### src/rtl/ifu_pkg.sv
// ifu_pkg: fetch-state encoding and the opcode constants shared
// between the fetch unit and the control unit.
package ifu_pkg;

  typedef enum logic [1:0] {
    S_REQ,
    S_WAIT,
    S_HOLD,
    S_HALTED
  } fetch_state_e;

  // Opcode occupies the top OPC_W bits of every instruction word.
  localparam int unsigned OPC_W = 4;

  localparam logic [OPC_W-1:0] OPC_ADD  = 4'b0000;
  localparam logic [OPC_W-1:0] OPC_SUB  = 4'b0001;
  localparam logic [OPC_W-1:0] OPC_HALT = 4'b1111;

endpackage

### src/rtl/ifu_prefetch_fifo.sv
// ifu_prefetch_fifo: 2-deep word buffer between memory response and
// the downstream instruction handshake (IFU_PREFETCH_EN builds only).
module ifu_prefetch_fifo
  import ifu_pkg::*;
#(
  parameter int unsigned DW = 24
) (
  input  logic          clk,
  input  logic          rst_n,
  input  logic          flush_i,
  input  logic          push_i,
  input  logic [DW-1:0] data_i,
  input  logic          pop_i,
  output logic [DW-1:0] data_o,
  output logic [1:0]    count_o,
  output logic          empty_o
);

  logic [DW-1:0] mem_q [2];
  logic          wr_q;
  logic          rd_q;
  logic [1:0]    cnt_q;

  always_ff @(posedge clk or negedge rst_n) begin
    if (!rst_n) begin
      mem_q[0] <= '0;
      mem_q[1] <= '0;
      wr_q     <= 1'b0;
      rd_q     <= 1'b0;
      cnt_q    <= 2'd0;
    end else if (flush_i) begin
      wr_q  <= 1'b0;
      rd_q  <= 1'b0;
      cnt_q <= 2'd0;
    end else begin
      if (push_i) begin
        mem_q[wr_q] <= data_i;
        wr_q        <= ~wr_q;
      end
      if (pop_i) begin
        rd_q <= ~rd_q;
      end
      cnt_q <= cnt_q + {1'b0, push_i} - {1'b0, pop_i};
    end
  end

  assign data_o  = mem_q[rd_q];
  assign count_o = cnt_q;
  assign empty_o = (cnt_q == 2'd0);

endmodule

### src/rtl/instr_fetch_unit.sv
// instr_fetch_unit: PC sequencer, single-outstanding imem fetch and
// instruction handshake. IFU_PREFETCH_EN adds a 2-entry prefetch FIFO.
module instr_fetch_unit
  import ifu_pkg::*;
#(
  parameter int unsigned       PC_W     = 8,
  parameter int unsigned       INSTR_W  = 16,
  parameter logic [PC_W-1:0]   RESET_PC = '0,
  parameter logic [OPC_W-1:0]  HALT_OPC = OPC_HALT
) (
  input  logic               clk,
  input  logic               rst_n,
  output logic               imem_req,
  output logic [PC_W-1:0]    imem_addr,
  input  logic               imem_gnt,
  input  logic               imem_rvalid,
  input  logic [INSTR_W-1:0] imem_rdata,
  input  logic               redirect_valid,
  input  logic [PC_W-1:0]    redirect_pc,
  output logic               instr_valid,
  input  logic               instr_ready,
  output logic [INSTR_W-1:0] instr,
  output logic [OPC_W-1:0]   opcode,
  output logic [PC_W-1:0]    instr_pc,
  output logic               halted
);

  fetch_state_e    state_q, state_d;
  logic [PC_W-1:0] pc_q, pc_d;
  logic [PC_W-1:0] fetch_pc_q, fetch_pc_d;
  logic            req_q, req_d;
  logic            drop_q, drop_d;
  logic            halted_q, halted_d;
  logic            gnt_fire;
  logic            in_flight;

  assign gnt_fire  = req_q & imem_gnt;
  // A response is still owed unless it is arriving right now.
  assign in_flight = gnt_fire |
                     ((state_q == S_WAIT) & ~imem_rvalid);

  assign imem_req  = req_q;
  assign imem_addr = pc_q;
  assign halted    = halted_q;
  assign opcode    = instr[INSTR_W-1 -: OPC_W];

`ifdef IFU_PREFETCH_EN

  localparam int unsigned DW = PC_W + INSTR_W;

  logic          push;
  logic          pop;
  logic          fifo_empty;
  logic [1:0]    fifo_cnt;
  logic [1:0]    cnt_next;
  logic [DW-1:0] head;

  assign push = (state_q == S_WAIT) & imem_rvalid &
                ~drop_q & ~redirect_valid;
  assign pop  = ~fifo_empty & instr_ready;

  ifu_prefetch_fifo #(
    .DW (DW)
  ) u_fifo (
    .clk     (clk),
    .rst_n   (rst_n),
    .flush_i (redirect_valid),
    .push_i  (push),
    .data_i  ({fetch_pc_q, imem_rdata}),
    .pop_i   (pop),
    .data_o  (head),
    .count_o (fifo_cnt),
    .empty_o (fifo_empty)
  );

  assign instr_valid = ~fifo_empty;
  assign instr       = head[INSTR_W-1:0];
  assign instr_pc    = head[DW-1 -: PC_W];

  assign cnt_next = redirect_valid ? 2'd0 :
                    fifo_cnt + {1'b0, push} - {1'b0, pop};

  always_comb begin
    state_d    = state_q;
    pc_d       = pc_q;
    fetch_pc_d = fetch_pc_q;
    drop_d     = drop_q;
    halted_d   = halted_q;
    unique case (state_q)
      S_REQ: begin
        if (gnt_fire) begin
          fetch_pc_d = pc_q;
          pc_d       = pc_q + 1'b1;
          state_d    = S_WAIT;
        end
      end
      S_WAIT: begin
        if (imem_rvalid) begin
          if (drop_q) begin
            drop_d  = 1'b0;
            state_d = S_REQ;
          end else if (imem_rdata[INSTR_W-1 -: OPC_W] == HALT_OPC) begin
            state_d = S_HALTED;
          end else begin
            state_d = S_REQ;
          end
        end
      end
      S_HOLD:   state_d = S_REQ;
      S_HALTED: state_d = S_HALTED;
      default:  state_d = S_REQ;
    endcase
    if (pop && (instr[INSTR_W-1 -: OPC_W] == HALT_OPC)) begin
      halted_d = 1'b1;
    end
    if (redirect_valid) begin
      pc_d     = redirect_pc;
      halted_d = 1'b0;
      if (in_flight) begin
        drop_d  = 1'b1;
        state_d = S_WAIT;
      end else begin
        drop_d  = 1'b0;
        state_d = S_REQ;
      end
    end
    req_d = (state_d == S_REQ) && (cnt_next != 2'd2);
  end

`else

  logic [INSTR_W-1:0] instr_q, instr_d;
  logic [PC_W-1:0]    ipc_q, ipc_d;
  logic               valid_q, valid_d;
  logic               accept;

  assign accept      = valid_q & instr_ready;
  assign instr_valid = valid_q;
  assign instr       = instr_q;
  assign instr_pc    = ipc_q;

  always_comb begin
    state_d    = state_q;
    pc_d       = pc_q;
    fetch_pc_d = fetch_pc_q;
    drop_d     = drop_q;
    instr_d    = instr_q;
    ipc_d      = ipc_q;
    valid_d    = valid_q;
    unique case (state_q)
      S_REQ: begin
        if (gnt_fire) begin
          fetch_pc_d = pc_q;
          pc_d       = pc_q + 1'b1;
          state_d    = S_WAIT;
        end
      end
      S_WAIT: begin
        if (imem_rvalid) begin
          if (drop_q) begin
            drop_d  = 1'b0;
            state_d = S_REQ;
          end else begin
            instr_d = imem_rdata;
            ipc_d   = fetch_pc_q;
            valid_d = 1'b1;
            state_d = S_HOLD;
          end
        end
      end
      S_HOLD: begin
        if (accept) begin
          valid_d = 1'b0;
          state_d = (opcode == HALT_OPC) ? S_HALTED : S_REQ;
        end
      end
      S_HALTED: state_d = S_HALTED;
      default:  state_d = S_REQ;
    endcase
    if (redirect_valid) begin
      pc_d    = redirect_pc;
      valid_d = 1'b0;
      instr_d = instr_q;
      ipc_d   = ipc_q;
      if (in_flight) begin
        drop_d  = 1'b1;
        state_d = S_WAIT;
      end else begin
        drop_d  = 1'b0;
        state_d = S_REQ;
      end
    end
    req_d    = (state_d == S_REQ);
    halted_d = (state_d == S_HALTED);
  end

  always_ff @(posedge clk or negedge rst_n) begin
    if (!rst_n) begin
      instr_q <= '0;
      ipc_q   <= '0;
      valid_q <= 1'b0;
    end else begin
      instr_q <= instr_d;
      ipc_q   <= ipc_d;
      valid_q <= valid_d;
    end
  end

`endif

  always_ff @(posedge clk or negedge rst_n) begin
    if (!rst_n) begin
      state_q    <= S_REQ;
      pc_q       <= RESET_PC;
      fetch_pc_q <= '0;
      req_q      <= 1'b0;
      drop_q     <= 1'b0;
      halted_q   <= 1'b0;
    end else begin
      state_q    <= state_d;
      pc_q       <= pc_d;
      fetch_pc_q <= fetch_pc_d;
      req_q      <= req_d;
      drop_q     <= drop_d;
      halted_q   <= halted_d;
    end
  end

endmodule
### config.mk
export PLATFORM = sky130hd
export DESIGN_NAME = instr_fetch_unit
export DESIGN_NICKNAME = d
export VERILOG_FILES = /design/src/rtl/ifu_pkg.sv /design/src/rtl/ifu_prefetch_fifo.sv /design/src/rtl/instr_fetch_unit.sv
export SDC_FILE = /design/constraint.sdc
export NUM_CORES = 1
export LEC_CHECK = 0
export CORE_MARGIN = 1.5
export CORE_UTILIZATION = 40
export CTS_CLUSTER_DIAMETER = 80
export DETAILED_ROUTE_END_ITERATION = 8
export GPL_ROUTABILITY_DRIVEN = 0
export PLACE_DENSITY = 0.68
export SYNTH_ARGS = -nofsm -noshare
export SYNTH_HDL_FRONTEND = slang
export SYNTH_SLANG_ARGS = --single-unit
### constraint.sdc
create_clock -name clk -period 2.45 [get_ports clk]
set_input_delay 0.49 -clock clk [delete_from_list [all_inputs] [get_ports clk]]
set_output_delay 0.49 -clock clk [all_outputs]
set_load 0.05 [all_outputs]
# Yosys cells after proc, flatten, opt, wreduce, memory -nomap -nowiden
# Cells that the tools add are included.
# word_totals
ff_bits	46
in_bits	30
elab_cells	57
# classes
bitwise	7
n_addsub	1
mux	20
eq_ne	8
reduce_logical	12
# ops
cell	count
8-bit 2-to-1 mux	3
2-bit 2-to-1 mux	6
1-bit 2-to-1 mux	9
3-bit inequality test (second input constant)	3
8-bit by 1-bit adder with 8-bit output (second input constant)	1
2-bit one-hot mux with 4 select lines	1
4-bit AND reduction	2
2-bit nonzero test	4
2-bit equality test (second input constant)	3
2-bit AND reduction	3
4-bit equality test (second input constant)	1
2-bit zero test	2
1-bit AND	3
1-bit NOT	3
3-bit nonzero test	1
2-bit by 1-bit equality test with 1-bit output (second input constant)	1
1-bit one-hot mux with 2 select lines	1
1-bit OR	1

# Logic depth before layout (Yosys ltp)
# depth
depth_word	6
depth_mapped	5
ltp_nobuf	5

# Worst setup path before layout
# Ideal clock, no wire load.
# synth_timing
path_kind	flip-flop to flip-flop
startpoint	register req_q (netlist: imem_req)
endpoint	register fetch_pc_q[2]
period_less_slack_ns	1.685
setup_time_ns	0.128
t_arrival_ns	1.557
setup_slack_ns	0.765
stages_incl_launch_ff	5
path_cell_list	dfrtp_1 > nor4bb_1 > buf_6 > buf_6 > mux2_1
# synth_between
elab_chain_len	2
# synth_lines
item	line	text
from (decl)	instr_fetch_unit.sv:31	logic req_q, req_d;
from (signal assigned)	instr_fetch_unit.sv:223	req_q <= req_d;
1-bit AND	instr_fetch_unit.sv:37	assign gnt_fire = req_q & imem_gnt;
2-bit AND reduction (no source line)	-	
to (signal assigned)	instr_fetch_unit.sv:222	fetch_pc_q <= fetch_pc_d;
to (decl)	instr_fetch_unit.sv:30	logic [PC_W-1:0] fetch_pc_q, fetch_pc_d;
# Every way passes these cells.
# A chain may end at the register's enable or synchronous reset.

# Worst setup path in the final report
# layout_timing
startpoint	register pc_q[2] (netlist: imem_addr[2])
endpoint	output imem_addr[2]
# layout_lines
item	line	text
from (decl)	instr_fetch_unit.sv:29	logic [PC_W-1:0] pc_q, pc_d;
from (signal assigned)	instr_fetch_unit.sv:221	pc_q <= pc_d;
to (decl)	instr_fetch_unit.sv:14	output logic [PC_W-1:0] imem_addr,
# No word-level cell between the ends.

==> impl_results.md <==
* Status: complete, no violations
* Number of antenna violations at the first check in global routing at 0
* Sequential cell fraction of total power at 34.8%
* NetSw at 1.57 mW
* Post-route antenna net violation count at 0
* Arrival @ worst endpoint at 1.62 ns
* Top library cells by usage in the layout, fill and taps aside: 67 x sky130_fd_sc_hd__clkdlybuf4s50_1, 46 x sky130_fd_sc_hd__dfrtp_1, 28 x sky130_fd_sc_hd__mux2_1
* Final clock skew at 0.00583 ns
* Estimated wirelength of the detail-placed design at 2870 um
* Hold bufs inserted after CTS at 0
* Worst Setup Slack, final at 0.340 ns
* CTS-repair resized insts at 0
* Via count of the first global-routing pass at 1413
* Post-CTS Repair Setup Buffers at 0
* Number of placement rows at 25
* Clock-pin transition on the worst setup and hold timing paths at 0.08 ns
* Post-synth top area share at 58.4%
* Required time of the critical path at 1.96 ns
* Layout overhead on the synthesized area at 40.6%
* Kind of cell adding the most delay to the critical path: buffers and inverters
* Grt total ovfl at 0
* Post-synthesis area per instance at 13.4 sq um
* Yosys reg bits at 46
* Chip width at 73.2 um
* Sink count of the clock tree at 46
* Worst path cell trace: clkdlybuf4s50_1
* Count of pins on the block boundary at 69
* CTS tree: yes
* Maximum clock path buffer count at 2
* Proportion of synthesized chip area in sequential cells at 58.4%
* Most common library cell in the layout ignoring fill and taps: sky130_fd_sc_hd__clkdlybuf4s50_1
* Combined area of all synthesized cells at 1970 sq um
* Number of H-tree branching levels at 2
* Relative contribution of combinational cells to total power at 52.0%
* Library cell with the largest summed area after synthesis: sky130_fd_sc_hd__dfrtp_1
* Number of design rule violations left after detail routing at 0
* Max Slew Vio Count at 0
* IR Drop Worst-Case VDD at 455 uV
* Worst-case headroom to the max-slew limit at 50.0%
* Detailed-route via count at 1368
* Final Core Density at 58.7%
* Fillcell total at 381
* Worst hold slack after final layout at 0.253 ns
* Count of final setup violators at 0
* Crit path capture type: output port
* Number of diodes added for antenna fixing at 0
* CP bufs+invs at 1
* Final cycle utilization of the critical path at 86.1%
* Clock period minus final worst setup slack at 2.11 ns
* Post-Route WL at 3890 um
* Type of the tightest min-delay check: input pin to async pin
* Synthesized instance count at 147
* # Max-Cap Violations at 0
* Average routed wire per standard cell at 13.8 um
* Power per Cell Area at 1270 nW/um^2
* Max incr delay on CP at 0.85 ns
* Fmax achieved at 474 MHz
* Crit start category: flop
* Fraction of power spent switching nets at 44.8%
* Initial Utilization at 41.7%
* Wire length of the first global-routing pass at 6600 um
* Buffer type at the clock tree root: sky130_fd_sc_hd__clkbuf_8
* Global Route Usage Sum at 16.3%
* Total leakage power at 1.18 nW
* Synth Warn # at 0
* Net total in the final layout at 245
* TritonCTS buffer count at 5
* Overall die area at 5360 sq um
* Top cells by area in the synthesized netlist: sky130_fd_sc_hd__dfrtp_1 58%, sky130_fd_sc_hd__mux2_1 16%, sky130_fd_sc_hd__xor2_1 2.7%
* Largest net degree at the start of global routing at 36
* Clock latency on the worst-skew pair at 0.30 ns
* Highest net fanout along the worst path at 7
* Critical path's slowest cell: sky130_fd_sc_hd__clkdlybuf4s50_1
* Fraction of final layout cells with drive strength greater than 1 at 8.84%
* Setup repair after global routing missed its margin: no
* Setup CP Type: flop to output port
* Synthesized Nets at 178
* Buffers added on ports at 68
* Transition time at the pin with the least slew margin at 0.751 ns
* Post-Place Worst Slack at 0.330 ns
* Number of unique standard cell types used by synthesis at 30
* DIE HEIGHT at 73.2 um
* Drt via density at 4.85
* Total internal power at 1.94 mW
* Std-Cell Core Area at 4720 sq um
* Clock network fraction of total power at 13.3%
* Total negative slack at 0 ns
* Count of final hold-check violations at 0
* First-pass iteration count of the detailed router at 4
* Iteration-0 DRC Markers at 38
metrics by stage:
stage          std cells  area (sq um)  power [mW]
2_1_floorplan        147          1970        2.46
3_3_place_gp         274          2680        3.04
3_5_place_dp         274          2680        3.08
4_1_cts              282          2770        3.55
5_1_grt              282          2770        3.70
6_report             282          2770        3.51
power groups by stage:
stage	Clock, mW	Combinational (mW)	Sequential [mW]
after floorplan	0	0.473	1.99
after global placement	0	1.81	1.23
after detailed placement	0	1.84	1.24
after CTS	0.485	1.84	1.23
after global routing	0.524	1.90	1.27
final	0.466	1.82	1.22
cells in the mapped netlist:
cell type and number:
sky130_fd_sc_hd__xor2_1 6, sky130_fd_sc_hd__o21ai_0 2, sky130_fd_sc_hd__nand2_1 13, sky130_fd_sc_hd__and3_1 3, sky130_fd_sc_hd__mux2_2 4, sky130_fd_sc_hd__nor2_8 1
sky130_fd_sc_hd__nand2b_1 1, sky130_fd_sc_hd__nor2b_1 2, sky130_fd_sc_hd__buf_2 1, sky130_fd_sc_hd__mux2i_1 1, sky130_fd_sc_hd__buf_6 4, sky130_fd_sc_hd__nand3b_2 1
sky130_fd_sc_hd__ha_1 1, sky130_fd_sc_hd__and4_1 1, sky130_fd_sc_hd__o21ai_1 8, sky130_fd_sc_hd__mux2_1 28, sky130_fd_sc_hd__buf_4 4, sky130_fd_sc_hd__nand4b_1 1
sky130_fd_sc_hd__xnor2_1 1, sky130_fd_sc_hd__nand4_1 4, sky130_fd_sc_hd__a311oi_1 1, sky130_fd_sc_hd__nor4bb_1 1, sky130_fd_sc_hd__o31a_1 1, sky130_fd_sc_hd__a21oi_1 2
sky130_fd_sc_hd__o32a_1 1, sky130_fd_sc_hd__a21o_1 1, sky130_fd_sc_hd__nor2b_2 1, sky130_fd_sc_hd__clkbuf_1 2, sky130_fd_sc_hd__dfrtp_1 46, sky130_fd_sc_hd__nor2_1 4
per-layer routing:
layer  global-route usage (%)  routed length (um)  vias up
met2                     27.5                1960       52
met5                        0                   0        -
li1                         -                   -      646
met3                     5.25                 287        6
met4                     6.29                  62        0
met1                     19.2                1580      664
registers in the layout (all words and copies together) (netlist names):
signal / cells
drop_q: 1
fetch_pc_q: 8
halted: 1
imem_addr: 8
imem_req: 1
instr: 16
instr_pc: 8
instr_valid: 1
state_q: 2
cell type report:
cell class	instances	area, sq um	share of cell area, %
clock buffers	7	86.3	3.11
clock inverters	1	5.00	0.181
multi-input cells	90	748	27.0
flip-flops and latches	46	1150	41.5
well taps	67	83.8	3.02
repair buffers	71	698	25.2
final timing paths:
path                       cells after the start      endpoint  slack (ns)          from
min                                            1      instr[5]        0.25         rst_n
min in group clk                               1   instr_pc[6]        0.48   instr_pc[6]
max in group asynchronous                      2     instr[13]        1.53         rst_n
max                                            1  imem_addr[2]        0.34  imem_addr[2]
max reg2reg                                    4   instr_pc[2]        0.73    state_q[0]
min reg2reg                                    1   instr_pc[6]        0.48   instr_pc[6]
logic make-up after synthesis:
group                    share of synthesized area [%]
buffers and inverters                             4.44
AO/OA/AOI/OAI                                     4.82
flip-flops                                        58.4
multiplexers                                      18.8
adder cells (fa/ha/maj)                          0.634
XOR/XNOR                                          3.11
AND/OR/NAND/NOR                                   9.84
Note: power is estimated with default switching activity, not from simulation.
